===== src/rtl/gpio_cfg_pkg.sv =====
// Shared types and helpers for the GPIO configuration serial loader.
// Sequencer state encoding plus a width helper used to size index and counter fields.
package gpio_cfg_pkg;

    typedef enum logic [1:0] {
        IDLE  = 2'd0,
        FETCH = 2'd1,
        SHIFT = 2'd2,
        LOAD  = 2'd3
    } state_t;

    // Bits needed to hold 0..value-1, never less than one so single-entry fields stay legal.
    function automatic int cfg_clog2(input int value);
        int width;
        width = 1;
        while ((32'sd1 <<< width) < value) begin
            width = width + 1;
        end
        return width;
    endfunction

endpackage


===== src/rtl/gpio_cfg_lane.sv =====
// One serial chain: read-index generation, control-word staging and the chain's data bit.
// All chains are driven in lock-step by the sequencer in gpio_cfg_loader.
module gpio_cfg_lane
    import gpio_cfg_pkg::*;
#(
    parameter int   CHAIN          = 0,
    parameter int   PADS_PER_CHAIN = 19,
    parameter int   CTRL_BITS      = 13,
    parameter int   IDX_W          = 6,
    parameter int   PAD_W          = 5,
    parameter logic ORDER_UP       = 1'b0
) (
    input  logic                 clk,
    input  logic                 resetn,
    input  logic                 capture,
    input  logic                 shift,
    input  logic                 clear,
    input  logic [PAD_W-1:0]     pad,
    input  logic [CTRL_BITS-1:0] rd_data,
    output logic [IDX_W-1:0]     rd_idx,
    output logic                 data
);

    // Global index of the pad that goes out first on this chain.
    localparam int FIRST_IDX = ORDER_UP ? (CHAIN * PADS_PER_CHAIN)
                                        : (CHAIN * PADS_PER_CHAIN + PADS_PER_CHAIN - 1);

    logic [CTRL_BITS-1:0] stage_r;
    logic [IDX_W-1:0]     idx_s;
    logic [IDX_W-1:0]     idx_r;

    // Map the shared pad sequence number onto this chain's global pad index.
    always_comb begin
        if (ORDER_UP) begin
            idx_s = IDX_W'(FIRST_IDX) + IDX_W'(pad);
        end else begin
            idx_s = IDX_W'(FIRST_IDX) - IDX_W'(pad);
        end
    end

    // Index register; fed from the sequencer's next pad count so it is valid throughout FETCH.
    always_ff @(posedge clk or negedge resetn) begin
        if (!resetn) begin
            idx_r <= IDX_W'(FIRST_IDX);
        end else begin
            idx_r <= idx_s;
        end
    end

    // Staging register: load on FETCH, shift out MSB first with zero fill, wipe on abort.
    always_ff @(posedge clk or negedge resetn) begin
        if (!resetn) begin
            stage_r <= {CTRL_BITS{1'b0}};
        end else if (clear) begin
            stage_r <= {CTRL_BITS{1'b0}};
        end else if (capture) begin
            stage_r <= rd_data;
        end else if (shift) begin
            stage_r <= stage_r << 1'b1;
        end else begin
            stage_r <= stage_r;
        end
    end

    // Zero fill leaves the register empty between pads and during LOAD, so data idles low.
    assign rd_idx = idx_r;
    assign data   = stage_r[CTRL_BITS-1];

endmodule


===== src/rtl/gpio_cfg_loader.sv =====
// Serial loader that shifts per-pad GPIO control words into NCHAIN daisy chains and latches them.
// Holds the shared sequencer (state, half-period, bit and pad counters); per-chain work is in gpio_cfg_lane.
module gpio_cfg_loader
    import gpio_cfg_pkg::*;
#(
    parameter int                NCHAIN         = 2,
    parameter int                PADS_PER_CHAIN = 19,
    parameter int                CTRL_BITS      = 13,
    parameter int                DIV_W          = 8,
    parameter logic [NCHAIN-1:0] ORDER          = {NCHAIN{1'b0}},
    parameter int                IDX_W          = cfg_clog2(NCHAIN * PADS_PER_CHAIN)
) (
    input  logic                          clk,
    input  logic                          resetn,
    input  logic                          start,
    input  logic                          abort,
    input  logic [DIV_W-1:0]              div,
    output logic                          busy,
    output logic                          done,
    output logic [NCHAIN*IDX_W-1:0]       cfg_rd_idx,
    input  logic [NCHAIN*CTRL_BITS-1:0]   cfg_rd_data,
    output logic                          serial_clock,
    output logic                          serial_load,
    output logic [NCHAIN-1:0]             serial_data
);

    localparam int PAD_W = cfg_clog2(PADS_PER_CHAIN);
    localparam int BIT_W = cfg_clog2(CTRL_BITS);
    localparam logic [PAD_W-1:0] PAD_LAST = PAD_W'(PADS_PER_CHAIN - 1);
    localparam logic [BIT_W-1:0] BIT_LAST = BIT_W'(CTRL_BITS - 1);

    state_t           state_r, state_n;
    logic [DIV_W-1:0] div_r;
    logic [DIV_W-1:0] hcnt_r, hcnt_n;
    logic             phase_r, phase_n;
    logic [BIT_W-1:0] bit_r, bit_n;
    logic [PAD_W-1:0] pad_r, pad_n;
    logic             busy_r, done_r, sclk_r, load_r;
    logic             done_n;
    logic             half_end_s, capture_s, shift_s, clear_s;
    logic             accept_s;

    assign accept_s   = (state_r == IDLE) && start && !abort;
    assign half_end_s = (hcnt_r == div_r);

    // Next-state and counter logic; phase 0/1 is the low/high half of a serial clock or the LOAD setup/strobe.
    always_comb begin
        state_n   = state_r;
        phase_n   = phase_r;
        bit_n     = bit_r;
        pad_n     = pad_r;
        done_n    = 1'b0;
        capture_s = 1'b0;
        shift_s   = 1'b0;
        clear_s   = 1'b0;

        if ((state_r != IDLE) && abort) begin
            state_n = IDLE;
            clear_s = 1'b1;
        end else begin
            case (state_r)
                IDLE: begin
                    if (accept_s) begin
                        state_n = FETCH;
                    end else begin
                        state_n = IDLE;
                    end
                end
                FETCH: begin
                    capture_s = 1'b1;
                    state_n   = SHIFT;
                end
                SHIFT: begin
                    if (half_end_s) begin
                        phase_n = ~phase_r;
                        if (phase_r) begin
                            shift_s = 1'b1;
                            if (bit_r == BIT_LAST) begin
                                bit_n = {BIT_W{1'b0}};
                                if (pad_r == PAD_LAST) begin
                                    state_n = LOAD;
                                end else begin
                                    state_n = FETCH;
                                    pad_n   = pad_r + PAD_W'(1'b1);
                                end
                            end else begin
                                bit_n = bit_r + BIT_W'(1'b1);
                            end
                        end else begin
                            shift_s = 1'b0;
                        end
                    end else begin
                        phase_n = phase_r;
                    end
                end
                LOAD: begin
                    if (half_end_s) begin
                        phase_n = ~phase_r;
                        if (phase_r) begin
                            state_n = IDLE;
                            done_n  = 1'b1;
                        end else begin
                            state_n = LOAD;
                        end
                    end else begin
                        phase_n = phase_r;
                    end
                end
                default: begin
                    state_n = IDLE;
                end
            endcase
        end

        // IDLE always parks the counters so the index port shows each chain's first pad.
        if (state_n == IDLE) begin
            phase_n = 1'b0;
            bit_n   = {BIT_W{1'b0}};
            pad_n   = {PAD_W{1'b0}};
        end else begin
            phase_n = phase_n;
        end

        if ((state_n == state_r) && !half_end_s && ((state_r == SHIFT) || (state_r == LOAD))) begin
            hcnt_n = hcnt_r + DIV_W'(1'b1);
        end else begin
            hcnt_n = {DIV_W{1'b0}};
        end
    end

    // Sequencer state and counters.
    always_ff @(posedge clk or negedge resetn) begin
        if (!resetn) begin
            state_r <= IDLE;
            hcnt_r  <= {DIV_W{1'b0}};
            phase_r <= 1'b0;
            bit_r   <= {BIT_W{1'b0}};
            pad_r   <= {PAD_W{1'b0}};
        end else begin
            state_r <= state_n;
            hcnt_r  <= hcnt_n;
            phase_r <= phase_n;
            bit_r   <= bit_n;
            pad_r   <= pad_n;
        end
    end

    // Half-period is frozen at start so div may move freely during a transfer.
    always_ff @(posedge clk or negedge resetn) begin
        if (!resetn) begin
            div_r <= {DIV_W{1'b0}};
        end else if (accept_s) begin
            div_r <= div;
        end else begin
            div_r <= div_r;
        end
    end

    // Output flops are loaded from next-state values so they line up with the state they describe.
    always_ff @(posedge clk or negedge resetn) begin
        if (!resetn) begin
            busy_r <= 1'b0;
            done_r <= 1'b0;
            sclk_r <= 1'b0;
            load_r <= 1'b0;
        end else begin
            busy_r <= (state_n != IDLE);
            done_r <= done_n;
            sclk_r <= (state_n == SHIFT) && phase_n;
            load_r <= (state_n == LOAD) && phase_n;
        end
    end

    assign busy         = busy_r;
    assign done         = done_r;
    assign serial_clock = sclk_r;
    assign serial_load  = load_r;

    for (genvar c = 0; c < NCHAIN; c++) begin : g_lane
        gpio_cfg_lane #(
            .CHAIN          (c),
            .PADS_PER_CHAIN (PADS_PER_CHAIN),
            .CTRL_BITS      (CTRL_BITS),
            .IDX_W          (IDX_W),
            .PAD_W          (PAD_W),
            .ORDER_UP       (ORDER[c])
        ) u_lane (
            .clk     (clk),
            .resetn  (resetn),
            .capture (capture_s),
            .shift   (shift_s),
            .clear   (clear_s),
            .pad     (pad_n),
            .rd_data (cfg_rd_data[c*CTRL_BITS +: CTRL_BITS]),
            .rd_idx  (cfg_rd_idx[c*IDX_W +: IDX_W]),
            .data    (serial_data[c])
        );
    end

endmodule


===== config.mk =====
export PLATFORM = sky130hd
export DESIGN_NAME = gpio_cfg_loader
export DESIGN_NICKNAME = d
export VERILOG_FILES = /design/src/rtl/gpio_cfg_pkg.sv /design/src/rtl/gpio_cfg_lane.sv /design/src/rtl/gpio_cfg_loader.sv
export SDC_FILE = /design/constraint.sdc
export NUM_CORES = 1
export LEC_CHECK = 0
export BUFFER_PORTS_ARGS = -buffer_cell sky130_fd_sc_hd__clkbuf_2
export CORE_MARGIN = 10
export CORE_UTILIZATION = 50
export DETAILED_ROUTE_END_ITERATION = 10
export PLACE_DENSITY = 0.8
export SLEW_MARGIN = 20
export SYNTH_ARGS = -nofsm -noshare
export SYNTH_HDL_FRONTEND = slang
export SYNTH_SLANG_ARGS = --single-unit

===== constraint.sdc =====
create_clock -name clk -period 2.85 [get_ports clk]
set_input_delay 0.1425 -clock clk [delete_from_list [all_inputs] [get_ports clk]]
set_output_delay 0.1425 -clock clk [all_outputs]
set_load 0.005 [all_outputs]

==> flow_summary.rst, run 1 <==
.. list-table::
   :header-rows: 1

   * - Metric
     - Value
   * - Clock network fraction of design power
     - a little under two fifths
   * - Skew-Pair Late Insertion Delay
     - 0.35 ns
   * - Global Route Usage Sum
     - between 10% and 20%
   * - GR Layer Usage met1
     - between 10% and 20%
   * - Fraction of power spent switching nets
     - approximately a quarter
   * - Total overflow reported by the global router
     - 0
   * - IO buf count
     - between 50 and 60
   * - Number of vias in the routed layout
     - approximately 2.5k
   * - Post-synthesis share of cell area spent on xor and xnor gates
     - under 10%
   * - Ratio of cells with drive above 1 in the final layout
     - roughly a third
   * - Worst setup path category
     - reg2reg
   * - Number of antenna violations at the first check in global routing
     - 0
   * - Cell at the root of the clock tree
     - sky130_fd_sc_hd__clkbuf_8
   * - Peak supply drop
     - 0.000309 V
   * - Routed via count divided by cell count
     - between 5 and 6
   * - Number of warning messages in the yosys log
     - 0
   * - Post-route fraction of the period consumed by the critical path
     - between 90% and 100%
   * - Worst relative slew slack
     - between 40% and 50%
   * - Max-cap check violation count
     - 0
   * - NetSw
     - between 0.5 and 0.6 mW
   * - Cell types occupying the most area after synthesis
     - sky130_fd_sc_hd__dfrtp_1, sky130_fd_sc_hd__mux2i_1, sky130_fd_sc_hd__o31ai_1
   * - Setup skew after layout
     - 0.00594 ns
   * - First drt pass iteration count
     - 4
   * - Diode insertion count for antenna repair
     - 0
   * - Die width
     - between 100 and 150 microns
   * - F_max
     - 0.375 GHz
   * - Met3 routing resource usage after global routing
     - approximately 3.4%
   * - Clock transition time at the flip-flop clock pins of the worst setup and hold paths
     - 0.07 ns
   * - Number of enable-type register cells in the synthesized netlist
     - 0
   * - Setup repair after global routing missed its margin
     - no
   * - First-pass GRT wire length
     - 12.3 mm
   * - Yosys reg bits
     - 68
   * - Max clock buf depth
     - 2
   * - Fin. Hold Viols
     - 0
   * - Pwr per Cell Area
     - about 550 nW/um^2
   * - # fillers
     - about 560
   * - DRC Markers
     - 0
   * - GR Util met2
     - approximately 23%
   * - Post-synthesis compound-gate area fraction
     - a little over a tenth
   * - Post-Syn Instances
     - between 300 and 400
   * - CP Capture Type
     - flop
   * - Clock period minus worst slack
     - 2.66 ns
   * - Transition time at the pin with the least slew margin
     - approximately 0.84 ns
   * - Mux share of post-synthesis cell area
     - about an eighth
   * - Main synth FF type
     - sky130_fd_sc_hd__dfrtp_1
   * - WL/cell
     - approximately 15 microns
   * - Synth Area in Simple Gates
     - between 10 and 15%
   * - CTS H-tree lvls
     - 3
   * - Most used routing layer in global routing
     - met2
   * - Cts bufs inserted
     - 9
   * - Post-synthesis area per instance
     - roughly 11 sq um
   * - Count of distinct cell types in the synthesized netlist
     - 48
   * - Part of the power in registers
     - approximately half
   * - Boundary Pins
     - 56
   * - Final Power
     - 2.26 mW
   * - Vias in the first global route
     - approximately 2.6k
   * - Run status
     - complete, no violations
   * - Combinational group share of total power
     - approximately 14%
   * - Share of flip-flops with an asynchronous set or reset
     - 100%
   * - TritonCTS clock tree
     - built
   * - Largest area contributor in the netlist
     - sky130_fd_sc_hd__dfrtp_1
   * - Number of nets in the finished design
     - ~410
   * - Weighted congestion reported at the end of routability-driven placement
     - roughly 0.86
   * - DP Wirelength
     - roughly 5.4 mm
   * - Share of the synthesized area in the top cell type
     - 45.3%
   * - Synthesized Nets
     - around 350
   * - Vert. Die Dim
     - 103 microns
   * - Internal power consumption
     - around 1.7 mW
   * - Number of nets with antenna violations after detailed routing
     - 0
   * - Netlist area before placement
     - ~3500 sq um
   * - Final cell utilization of the core
     - between 60 and 70%
   * - Standby leakage power
     - around 1.8 nW
   * - Initial standard-cell utilization of the core
     - approximately half
   * - Type of the tightest min-delay check
     - in2reg
   * - Highest fanout seen on the critical path
     - 9
   * - Fin Setup TNS
     - 0 ns
   * - Main combinational cell family by area after synthesis
     - simple AND/OR/NAND/NOR gates
   * - Total die area
     - between 10000 and 15000 sq um
   * - Sort of element at the start of the critical path
     - flop
   * - Post CTS Setup Buffer Count
     - 0
   * - Setup Viol. Count Final
     - 0
   * - Adder-cell share of the synthesized area
     - around 2.5%
   * - CORE AREA
     - roughly 6800 sq um
   * - Number of pins with negative max-slew slack in the final report
     - 0
   * - Worst EP required
     - between 3 and 4 ns
   * - CP Data Arrival Time
     - ~2.9 ns
   * - Min Hold Slack
     - between 0.02 and 0.03 ns
   * - TritonCTS Sinks
     - 68
   * - Area Growth Syn to Fin
     - 18.2%
   * - Pin count of the biggest net entering global routing
     - between 50 and 60
   * - Cell Rows
     - 30
   * - Iter 0 DRT Violations
     - 96
   * - Sequential cell area fraction in the yosys report
     - between 40% and 50%
   * - Wire length after detailed routing
     - 7.24 mm
power groups by stage:
stage / Clock [mW] / Sequential (mW) / Combinational [mW]
3_5_place_dp: 0 / 1.11 / 0.319
5_1_grt: 0.918 / 1.10 / 0.353
2_1_floorplan: 0 / 1.10 / 0.230
4_1_cts: 0.879 / 1.09 / 0.321
3_3_place_gp: 0 / 1.10 / 0.308
6_report: 0.849 / 1.09 / 0.315
metrics by stage:
stage | instance area (sq um) | worst slack [ns] | std cells
floorplan | 3480 | 0.363 | 308
global placement | 3870 | 0.266 | 452
detailed placement | 3870 | 0.162 | 452
CTS | 4110 | 0.122 | 469
global route | 4110 | 0.00790 | 469
finish | 4110 | 0.186 | 469
logic make-up (layout without fill, tap and decap cells):
kind of cell | Yosys count | in the layout
AO/OA/AOI/OAI | 49 | 49
XOR/XNOR | 21 | 21
adder cells (fa/ha/maj) | 7 | 7
buffers and inverters | 31 | 96
flip-flops | 68 | 68
multiplexers | 42 | 42
AND/OR/NAND/NOR | 90 | 90
final timing paths:
check	startpoint	slack, ns	cells past startpoint	end
max	bit_r[0]	0.19	11	g_lane[0].u_lane.rd_idx[4]
min	div[3]	0.03	2	div_r[3]
max reg2reg	bit_r[0]	0.19	11	g_lane[0].u_lane.rd_idx[4]
min reg2reg	g_lane[0].u_lane.stage_r[4]	0.48	2	g_lane[0].u_lane.stage_r[4]
max in group asynchronous	resetn	1.84	3	g_lane[0].u_lane.rd_idx[4]
min in group asynchronous	resetn	0.27	2	g_lane[0].u_lane.stage_r[0]
registers in the layout, summed over array words and instances (netlist names):
register               flops
bit_r                      4
busy                       1
div_r                      8
done                       1
g_lane.u_lane.rd_idx      12
g_lane.u_lane.stage_r     26
hcnt_r                     8
pad_r                      3
phase_r                    1
serial_clock               1
serial_load                1
state_r                    2
cell type report:
class	count	area [sq um]	share of cell area (%)
clock buffers	13	179	4.35
clock inverters	3	42.5	1.03
inverters	12	45.0	1.10
multi-input cells	209	1640	39.9
flip-flops and latches	68	1710	41.5
well taps	96	120	2.92
repair buffers	68	375	9.13
layer usage:
layer,vias up,wire [microns]
li1,1212,-
met4,0,145
met1,1193,3180
met2,61,3440
met3,13,467
met5,-,0
worst max-delay path: stages (launching register included):
cell	delay [ns]
sky130_fd_sc_hd__dfrtp_1	0.43
sky130_fd_sc_hd__inv_1	0.08
sky130_fd_sc_hd__ha_1	0.16
sky130_fd_sc_hd__and3_1	0.22
sky130_fd_sc_hd__nand3_2	0.15
sky130_fd_sc_hd__or4_4	0.50
sky130_fd_sc_hd__o211ai_4	0.16
sky130_fd_sc_hd__nor2_2	0.10
sky130_fd_sc_hd__nor2_1	0.17
sky130_fd_sc_hd__ha_2	0.24
sky130_fd_sc_hd__nor3_1	0.06
sky130_fd_sc_hd__o32ai_1	0.29
synth_stat cells (4+ instances only):
| cell type | number |
|---|---|
| sky130_fd_sc_hd__mux2i_1 | 29 |
| sky130_fd_sc_hd__a21oi_1 | 4 |
| sky130_fd_sc_hd__nor2_1 | 20 |
| sky130_fd_sc_hd__nand2_1 | 31 |
| sky130_fd_sc_hd__and3_1 | 5 |
| sky130_fd_sc_hd__dfrtp_1 | 63 |
| sky130_fd_sc_hd__clkbuf_1 | 9 |
| sky130_fd_sc_hd__nor3_1 | 4 |
| sky130_fd_sc_hd__o21ai_1 | 4 |
| sky130_fd_sc_hd__buf_2 | 4 |
| sky130_fd_sc_hd__xnor2_2 | 6 |
| sky130_fd_sc_hd__o31ai_1 | 25 |
| sky130_fd_sc_hd__xnor2_1 | 8 |
| sky130_fd_sc_hd__buf_4 | 5 |
| sky130_fd_sc_hd__dfstp_2 | 5 |
| sky130_fd_sc_hd__inv_1 | 12 |
| sky130_fd_sc_hd__ha_1 | 7 |
| sky130_fd_sc_hd__xor2_1 | 7 |
| sky130_fd_sc_hd__mux2_2 | 12 |
| sky130_fd_sc_hd__nand3_1 | 9 |
| sky130_fd_sc_hd__o21ai_0 | 4 |
layout by cell type (no fill, tap or decap), types with 3 or more instances in the layout:
cell / count
sky130_fd_sc_hd__a21oi_1: 4
sky130_fd_sc_hd__and3_1: 5
sky130_fd_sc_hd__buf_4: 12
sky130_fd_sc_hd__clkbuf_2: 54
sky130_fd_sc_hd__clkbuf_8: 13
sky130_fd_sc_hd__dfrtp_1: 63
sky130_fd_sc_hd__dfstp_2: 5
sky130_fd_sc_hd__ha_1: 6
sky130_fd_sc_hd__inv_1: 12
sky130_fd_sc_hd__mux2_2: 12
sky130_fd_sc_hd__mux2i_1: 29
sky130_fd_sc_hd__nand2_1: 31
sky130_fd_sc_hd__nand3_1: 8
sky130_fd_sc_hd__nor2_1: 20
sky130_fd_sc_hd__nor3_1: 3
sky130_fd_sc_hd__o21ai_0: 4
sky130_fd_sc_hd__o21ai_1: 4
sky130_fd_sc_hd__o31ai_1: 25
sky130_fd_sc_hd__xnor2_1: 8
sky130_fd_sc_hd__xnor2_2: 6
sky130_fd_sc_hd__xor2_1: 7
repair_timing:
item / in CTS / in global routing
resized for setup: 0 / 2
hold buffers: 1 / 0
hold endpoints to repair: 18 / 0
setup endpoints to repair: 0 / 1
(Power assumes the default switching activity.)
==> run 2: changes to the inputs <==
--- a/config.mk
+++ b/config.mk
@@ -6,11 +6,13 @@
 export NUM_CORES = 1
 export LEC_CHECK = 0
 export BUFFER_PORTS_ARGS = -buffer_cell sky130_fd_sc_hd__clkbuf_2
+export CAP_MARGIN = 10
 export CORE_MARGIN = 10
-export CORE_UTILIZATION = 50
+export CORE_UTILIZATION = 44
 export DETAILED_ROUTE_END_ITERATION = 10
-export PLACE_DENSITY = 0.8
+export PLACE_DENSITY = 0.73
 export SLEW_MARGIN = 20
 export SYNTH_ARGS = -nofsm -noshare
 export SYNTH_HDL_FRONTEND = slang
+export SYNTH_HIERARCHICAL = 1
 export SYNTH_SLANG_ARGS = --single-unit
==> run 2 against run 1 <==
Net effect:
- worst setup slack better by 0.011 ns
- clock-buffer cell count decreased by 1
- global-route usage fell by 1.9 points
- sequential power grew 14%
- sequential share of layout area rose by 0.43 points
- clock skew barely moved
- combinational power rose by 49%
- sequential cell count grew 2
- largest power group unchanged
- highest routed layer unchanged
==> flow_summary.rst, run 2 <==
.. list-table::
   :header-rows: 1

   * - Metric
     - Value
   * - Run status
     - complete, no violations
   * - Final std cells w/o fill
     - roughly 470
   * - Min Hold Slack
     - approximately 0.034 ns
   * - Worst relative slew slack
     - between 40% and 50%
   * - Setup skew after layout
     - around 0.0059 ns
   * - Netlist area before placement
     - roughly 3500 sq um
   * - Max clock buf depth
     - 2
   * - Fraction of power spent switching nets
     - approximately 25%
   * - Dominant cell by count in the synthesized netlist
     - sky130_fd_sc_hd__dfrtp_1
   * - Die width
     - 109 microns
   * - Dpl cells
     - about 460
   * - Post-synthesis area per instance
     - 11.7 sq um
   * - Slowest stage delay, CP
     - 0.42 ns
   * - Peak supply drop
     - about 0.00044 V
   * - Flip-flop count of the largest register, all copies and words added
     - 26
   * - Cell types occupying the most area after synthesis
     - sky130_fd_sc_hd__dfrtp_1, sky130_fd_sc_hd__mux2i_1, sky130_fd_sc_hd__a211oi_2
   * - Critical-path top delay cell
     - sky130_fd_sc_hd__dfrtp_1
   * - DRC Markers
     - 0
   * - Area Growth Syn to Fin
     - 20.4%
   * - First drt pass iteration count
     - 4
   * - Sequential cell area fraction in the yosys report
     - 50.5%
   * - Combinational group share of total power
     - between 10% and 20%
   * - # fillers
     - between 600 and 700
   * - Post-route fraction of the period consumed by the critical path
     - around 93%
   * - Routed via count divided by cell count
     - around 5
   * - Number of pins with negative max-slew slack in the final report
     - 0
   * - Sort of element at the start of the critical path
     - flop
   * - WL/cell
     - about 15 microns
   * - CP Capture Type
     - flop
   * - Clock period minus worst slack
     - 2.65 ns
   * - Total overflow reported by the global router
     - 0
   * - Highest-count cells in the layout ignoring fill and taps
     - sky130_fd_sc_hd__dfrtp_1, sky130_fd_sc_hd__clkbuf_2, sky130_fd_sc_hd__mux2i_1
   * - Share of flip-flops with an asynchronous set or reset
     - between 90% and 100%
   * - Number of antenna violations at the first check in global routing
     - 0
   * - Most numerous cell on the critical path
     - sky130_fd_sc_hd__ha_1
   * - Post-Syn Instances
     - 297
   * - Part of the power in registers
     - between 40 and 50%
   * - TritonCTS clock tree
     - built
   * - Pin count of the biggest net entering global routing
     - 37
   * - Cell breakdown of the critical path
     - inv_1, ha_1, and4b_1, nand2_1, nor4_1, or3b_1, a21oi_1, ha_1, nor3_1, xor2_1
   * - Setup Viol. Count Final
     - 0
   * - Vert. Die Dim
     - approximately 110 microns
   * - Skew-Pair Late Insertion Delay
     - approximately 0.34 ns
   * - Largest register by flop count
     - g_lane.u_lane/stage_r
   * - Number of nets in the finished design
     - 412
   * - Fin Setup TNS
     - 0 ns
   * - Ratio of cells with drive above 1 in the final layout
     - roughly 34%
   * - Pwr per Cell Area
     - roughly 600 nW/um^2
   * - End point of the critical path
     - g_lane[0].u_lane/rd_idx[4]
   * - Worst EP required
     - 3.11 ns
   * - Boundary Pins
     - 56
   * - Launching instance or port of the critical path
     - bit_r[0]
   * - NetSw
     - between 0.6 and 0.7 mW
   * - Post-synth top cells
     - sky130_fd_sc_hd__dfrtp_1, sky130_fd_sc_hd__mux2i_1, sky130_fd_sc_hd__nor2b_1, sky130_fd_sc_hd__nor2_1, sky130_fd_sc_hd__a211oi_2
   * - Cell Rows
     - 32
   * - TritonCTS Sinks
     - 70
   * - Share of the synthesized area in the top cell type
     - 46.7%
   * - Fin. Hold Viols
     - 0
   * - IO buf count
     - between 50 and 60
   * - Main synth FF type
     - sky130_fd_sc_hd__dfrtp_1
   * - Type of the tightest min-delay check
     - in2reg
   * - Worst Slack Setup Final
     - 0.197 ns
   * - Total die area
     - roughly 12000 sq um
   * - Transition time at the pin with the least slew margin
     - roughly 0.85 ns
   * - Most frequent standard cell in the layout excluding fill and tap cells
     - sky130_fd_sc_hd__dfrtp_1
   * - Largest delay share family, worst path
     - simple AND/OR/NAND/NOR gates
   * - Setup WS pre-CTS
     - approximately 0.23 ns
   * - Post-Place Cell Area
     - approximately 4000 sq um
   * - Clock transition time at the flip-flop clock pins of the worst setup and hold paths
     - roughly 0.070 ns
   * - WP depth
     - 10
   * - Post-route standard cell area excluding fillers
     - roughly 4200 sq um
   * - First-pass GRT wire length
     - 12.0 mm
   * - Cts bufs inserted
     - 9
   * - Source of the worst register-to-register timing path
     - bit_r[0]
   * - Cell at the root of the clock tree
     - sky130_fd_sc_hd__clkbuf_8
   * - Number of warning messages in the yosys log
     - 6
   * - Cts repair resizes
     - 0
   * - F_max
     - 0.377 GHz
   * - Count of distinct cell types in the synthesized netlist
     - between 40 and 50
   * - Buf+Inv Stages, Crit Path
     - 1
   * - Number of enable-type register cells in the synthesized netlist
     - 0
   * - Wire length after detailed routing
     - approximately 7.1 mm
   * - Weighted congestion reported at the end of routability-driven placement
     - around 0.83
   * - Initial standard-cell utilization of the core
     - 45.0%
   * - Destination of the worst register-to-register timing path
     - g_lane[0].u_lane/rd_idx[4]
   * - CP Data Arrival Time
     - just under 3 ns
   * - CTS H-tree lvls
     - 3
   * - Reg-to-reg slack, setup
     - around 0.20 ns
   * - Logic depth of the worst register-to-register path
     - 10
   * - Internal power consumption
     - roughly 1.9 mW
   * - Global Route Usage Sum
     - 12.7%
   * - Vias in the first global route
     - around 2.5k
   * - Number of vias in the routed layout
     - between 2k and 2.5k
   * - Max-cap check violation count
     - 0
   * - Synthesized Nets
     - 343
   * - Diode insertion count for antenna repair
     - 0
   * - Yosys reg bits
     - 70
   * - Largest area contributor in the netlist
     - sky130_fd_sc_hd__dfrtp_1
   * - Worst setup path category
     - reg2reg
   * - Setup repair after global routing missed its margin
     - no
   * - Clock network fraction of design power
     - 33.6%
   * - Highest fanout seen on the critical path
     - 5
   * - Iter 0 DRT Violations
     - approximately 80
   * - CORE AREA
     - 7730 sq um
   * - Standby leakage power
     - about 1.8 nW
   * - DP Wirelength
     - roughly 5.1 mm
   * - Number of nets with antenna violations after detailed routing
     - 0
==> run 2: cell types whose count changed in the layout (fill, tap and decap cells not counted), moves of 3 or more <==
cell                       previous run  this run
sky130_fd_sc_hd__a21oi_1              4         9
sky130_fd_sc_hd__xnor2_1              8        12
sky130_fd_sc_hd__o31ai_1             25         1
sky130_fd_sc_hd__mux2_2              12         8
sky130_fd_sc_hd__nor4_1               2         5
sky130_fd_sc_hd__a211oi_1             0         5
sky130_fd_sc_hd__nand2_1             31         8
sky130_fd_sc_hd__a211oi_2             0        20
sky130_fd_sc_hd__nor2b_1              0        25
sky130_fd_sc_hd__buf_12               0         3
sky130_fd_sc_hd__xnor2_2              6         1
sky130_fd_sc_hd__o21ai_1              4         1
sky130_fd_sc_hd__clkbuf_8            13        10
==> run 2: cells by family after synthesis <==
group,after synthesis,share of synthesized area (%)
AND/OR/NAND/NOR,94,15.6
XOR/XNOR,21,5.50
multiplexers,35,10.4
flip-flops,70,50.5
adder cells (fa/ha/maj),8,2.88
buffers and inverters,25,3.34
AO/OA/AOI/OAI,44,11.8
==> run 2: worst register-to-register path: cells and delay by family, from the launching register on <==
family          cells  cell delay [ns]
flops               1             0.42
fa+ha+maj           2             0.46
compound gates      1             0.26
simple gates        5             1.18
xor+xnor            1             0.17
buf+inv             1             0.10
==> run 2: final cells by class <==
class                      instances  area [sq um]  area share [%]
tap                              102           128            3.05
timing repair buffer              69           420            10.0
clock inverter                     4          70.1            1.67
sequential                        70          1760            42.0
multi-input combinational        202          1620            38.6
clock buffer                      12           145            3.46
inverter                          14          52.6            1.25
==> run 2: repair_timing <==
action | 4_1_cts | 5_1_grt
hold buffers | 1 | 0
endpoints found under the setup margin | 0 | 0
hold endpoints to repair | 32 | 0
setup buffers | 0 | 0
==> run 2: worst min path at each step <==
stage                start                            to  slack, ns  cells after the start
floorplan           resetn                      bit_r[0]      -0.15                      0
global route        div[1]                      div_r[1]       0.02                      2
global placement    resetn  g_lane[1].u_lane/stage_r[11]       0.28                      1
detailed placement  resetn  g_lane[1].u_lane/stage_r[10]       0.29                      1
CTS                 div[1]                      div_r[1]       0.02                      2
finish              div[4]                      div_r[4]       0.03                      2
==> run 2: layer usage <==
layer / GRT usage (%) / vias to the layer above / routed length (microns)
met1: 15.4 / 1137 / 3130
met2: 20.1 / 57 / 3340
met3: 5.13 / 7 / 537
li1: - / 1194 / -
met5: 0 / - / 0
met4: 4.52 / 0 / 92
==> run 2: power groups by stage <==
stage / clock network, mW / registers, mW / logic [mW]
after floorplan: 0 / 1.23 / 0.342
after CTS: 0.886 / 1.24 / 0.477
after detailed placement: 0 / 1.26 / 0.472
after global placement: 0 / 1.25 / 0.458
final: 0.864 / 1.24 / 0.468
after global routing: 0.930 / 1.26 / 0.519
==> run 2: stage by stage <==
| stage | total power [mW] | util, % |
|---|---|---|
| after floorplan | 1.58 | - |
| after global placement | 1.71 | 51.3 |
| after detailed placement | 1.73 | 51.3 |
| after CTS | 2.60 | 54.2 |
| after global routing | 2.71 | 54.2 |
| final | 2.57 | 54.2 |
